===== src/rtl/down_count_sequencer_if.sv =====
// down_count_sequencer_if: start/busy/done handshake and counter-control bundle
interface down_count_sequencer_if #(
   parameter int WIDTH  = 4,
   parameter int REPS_W = 4
);
   logic              start;
   logic              pause;
   logic              abort;
   logic              cnt_load;
   logic              cnt_en;
   logic              busy;
   logic              tc;
   logic              done;
   logic [WIDTH-1:0]  preset;
   logic [WIDTH-1:0]  cnt_q;
   logic [WIDTH-1:0]  cnt_value;
   logic [REPS_W-1:0] reps;
   logic [REPS_W-1:0] pass_cnt;
   modport master (
      output start, preset, reps, pause, abort, cnt_q,
      input  cnt_load, cnt_value, cnt_en, busy, tc, done, pass_cnt
   );
   modport slave (
      input  start, preset, reps, pause, abort, cnt_q,
      output cnt_load, cnt_value, cnt_en, busy, tc, done, pass_cnt
   );
endinterface


===== src/rtl/down_count_sequencer.sv =====
// down_count_sequencer: load/enable controller for an external down counter, repeating passes
module down_count_sequencer #(
   parameter int WIDTH  = 4,
   parameter int REPS_W = 4
) (
   input logic                   clk,
   input logic                   rst,
   down_count_sequencer_if.slave bus
);
   typedef enum logic [2:0] {IDLE, LOAD, COUNT, HOLD, DONE} state_t;
   state_t            state, state_nxt;
   logic [WIDTH-1:0]  preset_q;
   logic [REPS_W-1:0] reps_q, pass_q, pass_inc;
   logic              accept, term, last;
   assign accept   = state == IDLE && bus.start && !bus.abort;
   assign term     = state == COUNT && bus.cnt_q == '0 && !bus.abort;
   assign pass_inc = pass_q + REPS_W'(1);
   assign last     = |reps_q && pass_inc == reps_q;
   always_comb begin
      state_nxt = state;
      case (state)
         IDLE:    state_nxt = accept ? LOAD : IDLE;
         LOAD:    state_nxt = COUNT;
         COUNT:   state_nxt = term ? (last ? DONE : LOAD) : (bus.pause ? HOLD : COUNT);
         HOLD:    state_nxt = bus.pause ? HOLD : COUNT;
         default: state_nxt = IDLE;
      endcase
      if (bus.abort) state_nxt = IDLE;
   end
   always_ff @(posedge clk) begin
      if (rst) begin
         state    <= IDLE;
         preset_q <= '0;
         reps_q   <= '0;
         pass_q   <= '0;
      end else begin
         state <= state_nxt;
         if (accept) begin
            preset_q <= bus.preset;
            reps_q   <= bus.reps;
            pass_q   <= '0;
         end else if (term) begin
            pass_q <= pass_inc;
         end
      end
   end
   // abort masks every pulse in the cycle it is seen
   assign bus.cnt_load  = state == LOAD && !bus.abort;
   assign bus.cnt_en    = state == COUNT && bus.cnt_q != '0 && !bus.pause && !bus.abort;
   assign bus.tc        = term;
   assign bus.done      = state == DONE && !bus.abort;
   assign bus.busy      = state inside {LOAD, COUNT, HOLD};
   assign bus.cnt_value = preset_q;
   assign bus.pass_cnt  = pass_q;
endmodule


===== src/flat_wrapper.sv =====
// flat-port wrapper written by rule: the top's interface ports become plain ports
module down_count_sequencer_flat 
#(
   parameter int WIDTH  = 4,
   parameter int REPS_W = 4
)
  (clk, rst, bus_start, bus_preset, bus_reps, bus_pause, bus_abort, bus_cnt_q, bus_cnt_load, bus_cnt_value, bus_cnt_en, bus_busy, bus_tc, bus_done, bus_pass_cnt);
  down_count_sequencer_if #(.WIDTH(WIDTH), .REPS_W(REPS_W)) bus_i ();
  input logic clk;
  input logic rst;
  input wire logic [$bits(bus_i.start)-1:0] bus_start;
  input wire logic [$bits(bus_i.preset)-1:0] bus_preset;
  input wire logic [$bits(bus_i.reps)-1:0] bus_reps;
  input wire logic [$bits(bus_i.pause)-1:0] bus_pause;
  input wire logic [$bits(bus_i.abort)-1:0] bus_abort;
  input wire logic [$bits(bus_i.cnt_q)-1:0] bus_cnt_q;
  output wire logic [$bits(bus_i.cnt_load)-1:0] bus_cnt_load;
  output wire logic [$bits(bus_i.cnt_value)-1:0] bus_cnt_value;
  output wire logic [$bits(bus_i.cnt_en)-1:0] bus_cnt_en;
  output wire logic [$bits(bus_i.busy)-1:0] bus_busy;
  output wire logic [$bits(bus_i.tc)-1:0] bus_tc;
  output wire logic [$bits(bus_i.done)-1:0] bus_done;
  output wire logic [$bits(bus_i.pass_cnt)-1:0] bus_pass_cnt;
  assign bus_i.start = bus_start;
  assign bus_i.preset = bus_preset;
  assign bus_i.reps = bus_reps;
  assign bus_i.pause = bus_pause;
  assign bus_i.abort = bus_abort;
  assign bus_i.cnt_q = bus_cnt_q;
  assign bus_cnt_load = bus_i.cnt_load;
  assign bus_cnt_value = bus_i.cnt_value;
  assign bus_cnt_en = bus_i.cnt_en;
  assign bus_busy = bus_i.busy;
  assign bus_tc = bus_i.tc;
  assign bus_done = bus_i.done;
  assign bus_pass_cnt = bus_i.pass_cnt;
  down_count_sequencer #(.WIDTH(WIDTH), .REPS_W(REPS_W)) u_core (.clk(clk), .rst(rst), .bus(bus_i));
endmodule

===== config.mk =====
export PLATFORM = sky130hd
export DESIGN_NAME = down_count_sequencer_flat
export DESIGN_NICKNAME = d
export VERILOG_FILES = /design/src/rtl/down_count_sequencer_if.sv /design/src/rtl/down_count_sequencer.sv /design/src/flat_wrapper.sv
export SDC_FILE = /design/constraint.sdc
export NUM_CORES = 1
export LEC_CHECK = 0
export BUFFER_PORTS_ARGS = -buffer_cell sky130_fd_sc_hd__buf_4
export CORE_MARGIN = 1.5
export CORE_UTILIZATION = 49
export CTS_BUF_LIST = sky130_fd_sc_hd__clkbuf_8
export CTS_CLUSTER_DIAMETER = 120
export DETAILED_ROUTE_END_ITERATION = 6
export PLACE_DENSITY = 0.92
export SKIP_CTS_REPAIR_TIMING = 1
export SYNTH_ARGS = -nofsm -noshare
export SYNTH_HDL_FRONTEND = slang
export SYNTH_SLANG_ARGS = --single-unit

===== constraint.sdc =====
create_clock -name clk -period 1.9 [get_ports clk]
set_input_delay 0.095 -clock clk [delete_from_list [all_inputs] [get_ports clk]]
set_output_delay 0.095 -clock clk [all_outputs]
set_load 0.05 [all_outputs]

# == Yosys cells after proc, flatten, opt, wreduce, memory -nomap -nowiden ==
# Index checks and enable logic that the tools add are counted.
# totals
regBits,15
latchBits,0
mem_bits_rw,0
mem_bits_ro,0
in_bits,17
n_memories,0
# op_classes
addsub,1
mul,0
div,0
n_lt_le_gt_ge,0
n_eq_ne,5
shift,0
muxes,5
n_bitwise,0
n_reduce_logical,19
# op_table
op,count
one-hot mux 3 bit (4 select lines),1
logical AND 1 bit,10
equality test 3 x 2 -> 1 bit (second input constant),2
two-way mux 3 bit,2
adder 4 x 1 -> 4 bit (second input constant),1
equality test 4 bit,1
logical NOT 4 bit,1
nonzero test 4 bit,1
OR reduction 2 bit,2
OR reduction 4 bit,1
equality test 3 x 1 -> 1 bit (second input constant),1
equality test 3 bit (second input constant),1
logical NOT 3 bit,1
nonzero test 3 bit,1
logical NOT 1 bit,2
two-way mux 1 bit,2

# == Depth between registers and ports, before layout ==
# logic_depth
word_depth,6
ltp_mapped,6

# == Least setup slack after synthesis ==
# No wires, ideal clock.
# synth_timing
path_kind,reg-to-output
from,register u_core.state[2]
to,output bus_done
arrival_time_ns,2.022
required_time_ns,1.805
setup_slack_ns,-0.217
path_stages_with_launch,2
cell_sequence,dfxtp_1 nor4b_1
# synth_between
elab_chain_len,2
# synth_lines
element,line_no,rtl
from (decl),down_count_sequencer.sv:11,"state_t state, state_nxt;"
from (signal assigned),down_count_sequencer.sv:37,state <= state_nxt;
equality test 3 bit,down_count_sequencer.sv:51,assign bus.done = state == DONE && !bus.abort;
logical AND 1 bit,down_count_sequencer.sv:51,
to (decl),flat_wrapper.sv:22,output wire logic [$bits(bus_i.done)-1:0] bus_done;
# Every way passes these cells.

# == Final worst setup path ==
# layout_timing
from,register u_core.state[1]
to,output bus_tc
# layout_between
elab_chain_len,3
# layout_lines
element,line_no,rtl
equality test 3 x 2 -> 1 bit,down_count_sequencer.sv:16,assign term = state == COUNT && bus.cnt_q == '0 && !bus.abort;
logical AND 1 bit (2 in series),down_count_sequencer.sv:16,
to (decl),flat_wrapper.sv:21,output wire logic [$bits(bus_i.tc)-1:0] bus_tc;
# Every way passes these cells.

==> impl_metrics.env <==
export IMPL_ff_latch_area_sq_um=300
export IMPL_syn_num_nets=96
export IMPL_gr_usage_met2_pct=38.5
export IMPL_reg2reg_from="u_core.bus.pass_cnt[0]$_SDFFE_PP0P_"
export IMPL_wl_mm=1.76
export IMPL_synth_compound_area_share_pct=5.45
export IMPL_place_congestion=0.821
export IMPL_reg2reg_depth=5
export IMPL_dr_pass1_iters=4
export IMPL_grt_pass1_wl_mm=3.02
export IMPL_num_io_pins=30
export IMPL_yosys_area_share_simple_pct=31.4
export IMPL_async_flop_share_pct=0
export IMPL_arrival_ps=1640
export IMPL_setup_ws_ps=167
export IMPL_syn2layout_area_growth_pct=39.8
export IMPL_min_path_type="input pin to register"
export IMPL_synth_distinct_cells=27
export IMPL_syn_avg_cell_area_sq_um=9.72
export IMPL_tightest_slew_ps=450
export IMPL_max_clock_freq_mhz=577
export IMPL_setup_worst_path_start="u_core.state[1]$_SDFF_PP0_"
export IMPL_vias=717
export IMPL_postRouteAntennaNets=0
export IMPL_cap_violations=0
export IMPL_clock_latency_ps=250
export IMPL_layout_drive_gt1_share_pct=42.7
export IMPL_die_w_microns=42.3
export IMPL_multi_input_area_sq_um=460
export IMPL_drv_slew=0
export IMPL_skew_ps=1.80
export IMPL_cts_buffers=3
export IMPL_r2r_end="u_core.state[0]$_SDFF_PP0_"
export IMPL_dieHeight_microns=42.3
export IMPL_path_max_fanout=6
export IMPL_required_ps=1800
export IMPL_synthMuxAreaShare_pct=11.9
export IMPL_critical_path_class="register to output pin"
export IMPL_ys_seq_area_share_pct=39.6
export IMPL_cp_start_kind="register"
export IMPL_post_route_min_period_ps=1730
export IMPL_synth_edf_count=0
export IMPL_slew_headroom_pct=69.6
export IMPL_rsz0062_at_grt="no"
export IMPL_fin_crit_sh_pct=91.2
export IMPL_cts_sinks=15
export IMPL_synth_top_family_by_area="simple AND/OR/NAND/NOR gates"
export IMPL_row_count=14
export IMPL_ys_seq_elements=15
export IMPL_die_area_sq_mm=0.00179
export IMPL_grt_start_max_net_pins=15
export IMPL_grt_pass1_vias=700
export IMPL_ir_drop_mv=0.520
export IMPL_endpoint="bus_tc"
export IMPL_drc=0
export IMPL_htreeDepth=1
export IMPL_syn_inst=78
export IMPL_p_total_mw=0.706
export IMPL_met3_usage_pct=6.47
export IMPL_ys_top_cells_by_count="dfxtp_1, nor2_1, mux2i_1, xnor2_1, nor3_1"
export IMPL_status="finished, final reports clean"
export IMPL_core_sq_mm=0.00147
export IMPL_synth_xor_area_share_pct=8.09
export IMPL_drtIter0Drc=6
export IMPL_gr_total_overflow=0
export IMPL_synthAdderAreaFrac_pct=1.65
export IMPL_synth_top_area_cell="dfxtp_1"
export IMPL_pre_cts_ws_ps=369
export IMPL_io_buffers=29
export IMPL_avgRoutedWirePerCell_microns=14.0
export IMPL_cts_clk_slew_worst_paths_ps=60
export IMPL_syn_cell_area_sq_um=758
export IMPL_viasPerCell=5.69
export IMPL_fin_nets=129
export IMPL_worstSetupEndpointType="output pin"
export IMPL_min_from="bus_reps[0]"
export IMPL_clockRootBuffer="clkbuf_8"
export IMPL_grt_usage_pct=22.9
export IMPL_rrSetupSlack_ps=330
export IMPL_diodes=0
export IMPL_synth_area_leaders="dfxtp_1, mux2i_1, nor2_1"
export IMPL_cts_tree="built"
export IMPL_final_setup_tns_ps=0
export IMPL_hpwl_mm=1.29
export IMPL_busiest_layer="met2"
export IMPL_p_leak_nw=0.455
export IMPL_clockBufferDepth=2
export IMPL_yosysMostFrequentCell="dfxtp_1"
export IMPL_synth_flop_cell="dfxtp_1"
export IMPL_finalSetupViolCount=0
export IMPL_grt_antenna_before_repair=0
export IMPL_fillers=112
export IMPL_whs_ps=74.8
export IMPL_met1_usage_pct=24.8
export IMPL_ys_warn_count=0
export IMPL_start_util_pct=51.5
export IMPL_powerDensity_mw_per_mm2=666
export IMPL_synth_top_area_share_pct=39.6
export IMPL_finalHoldViolations=0
[flip-flops by register name (all words and copies together), names as in the netlist]
register,flops
u_core.state,3
u_core.bus.pass_cnt,4
u_core.bus.cnt_value,4
u_core.reps_q,4
[critical path, cell delays in order, from the launching register on]
cell,delay (ps)
dfxtp_1,440
or4b_4,560
nor2_4,170
buf_4,220
[final cells by class]
type	count	area share, %
Clock buffer	3	3.90
Multi-Input combinational cell	60	43.4
Tap cell	16	1.89
Clock inverter	1	0.472
Sequential cell	15	28.3
Timing Repair Buffer	31	22.0
[kinds of logic after synthesis]
logic type,after synthesis
simple gates,37
mux,9
xor+xnor,7
buf+inv,3
compound gates,6
flops,15
fa+ha+maj,1
[per-layer routing]
layer  wire length (microns)  vias up
met5                       0        -
met4                      61        0
met3                     135        8
met2                     831       31
met1                     736      331
li1                        -      347
[stage by stage]
step / util (%) / instances / instance area (sq um)
6_report: 72.0 / 126 / 1060
3_3_place_gp: 68.9 / 122 / 1010
2_1_floorplan: - / 78 / 776
5_1_grt: 72.0 / 126 / 1060
3_5_place_dp: 68.9 / 122 / 1010
4_1_cts: 72.0 / 126 / 1060
[placed cells by master, fill, tap and decap left out]
cell      count
buf_4        31
dfxtp_1      15
nor2_1       13
mux2i_1       9
xnor2_1       5
nor3_2        4
nor3_1        3
nand3_1       3
clkbuf_8      3
nor4b_2       2
nand4_1       2
xor2_1        2
and3_1        2
or4_4         1
or4b_4        1
nor2_4        1
nor4_1        1
or3_2         1
a31o_2        1
a211o_1       1
nor4b_1       1
a211oi_1      1
nor2b_1       1
o21ai_0       1
a21oi_1       1
o22ai_1       1
nor3_4        1
ha_1          1
clkinv_2      1
[worst min path at each step]
stage	endpoint	cells past startpoint
2_1_floorplan	u_core.bus.pass_cnt[0]$_SDFFE_PP0P_	1
3_3_place_gp	u_core.reps_q[1]$_SDFFE_PP0P_	3
3_5_place_dp	u_core.reps_q[0]$_SDFFE_PP0P_	3
4_1_cts	u_core.reps_q[0]$_SDFFE_PP0P_	3
5_1_grt	u_core.reps_q[0]$_SDFFE_PP0P_	3
6_report	u_core.reps_q[0]$_SDFFE_PP0P_	3
[power by group]
| part | switching, mW | internal [mW] |
|---|---|---|
| Clock | 0.116 | 0.145 |
| Sequential | 0.00894 | 0.325 |
| Combinational | 0.0595 | 0.0517 |
| Total | 0.184 | 0.522 |
Note: power is estimated with default switching activity, not from simulation.
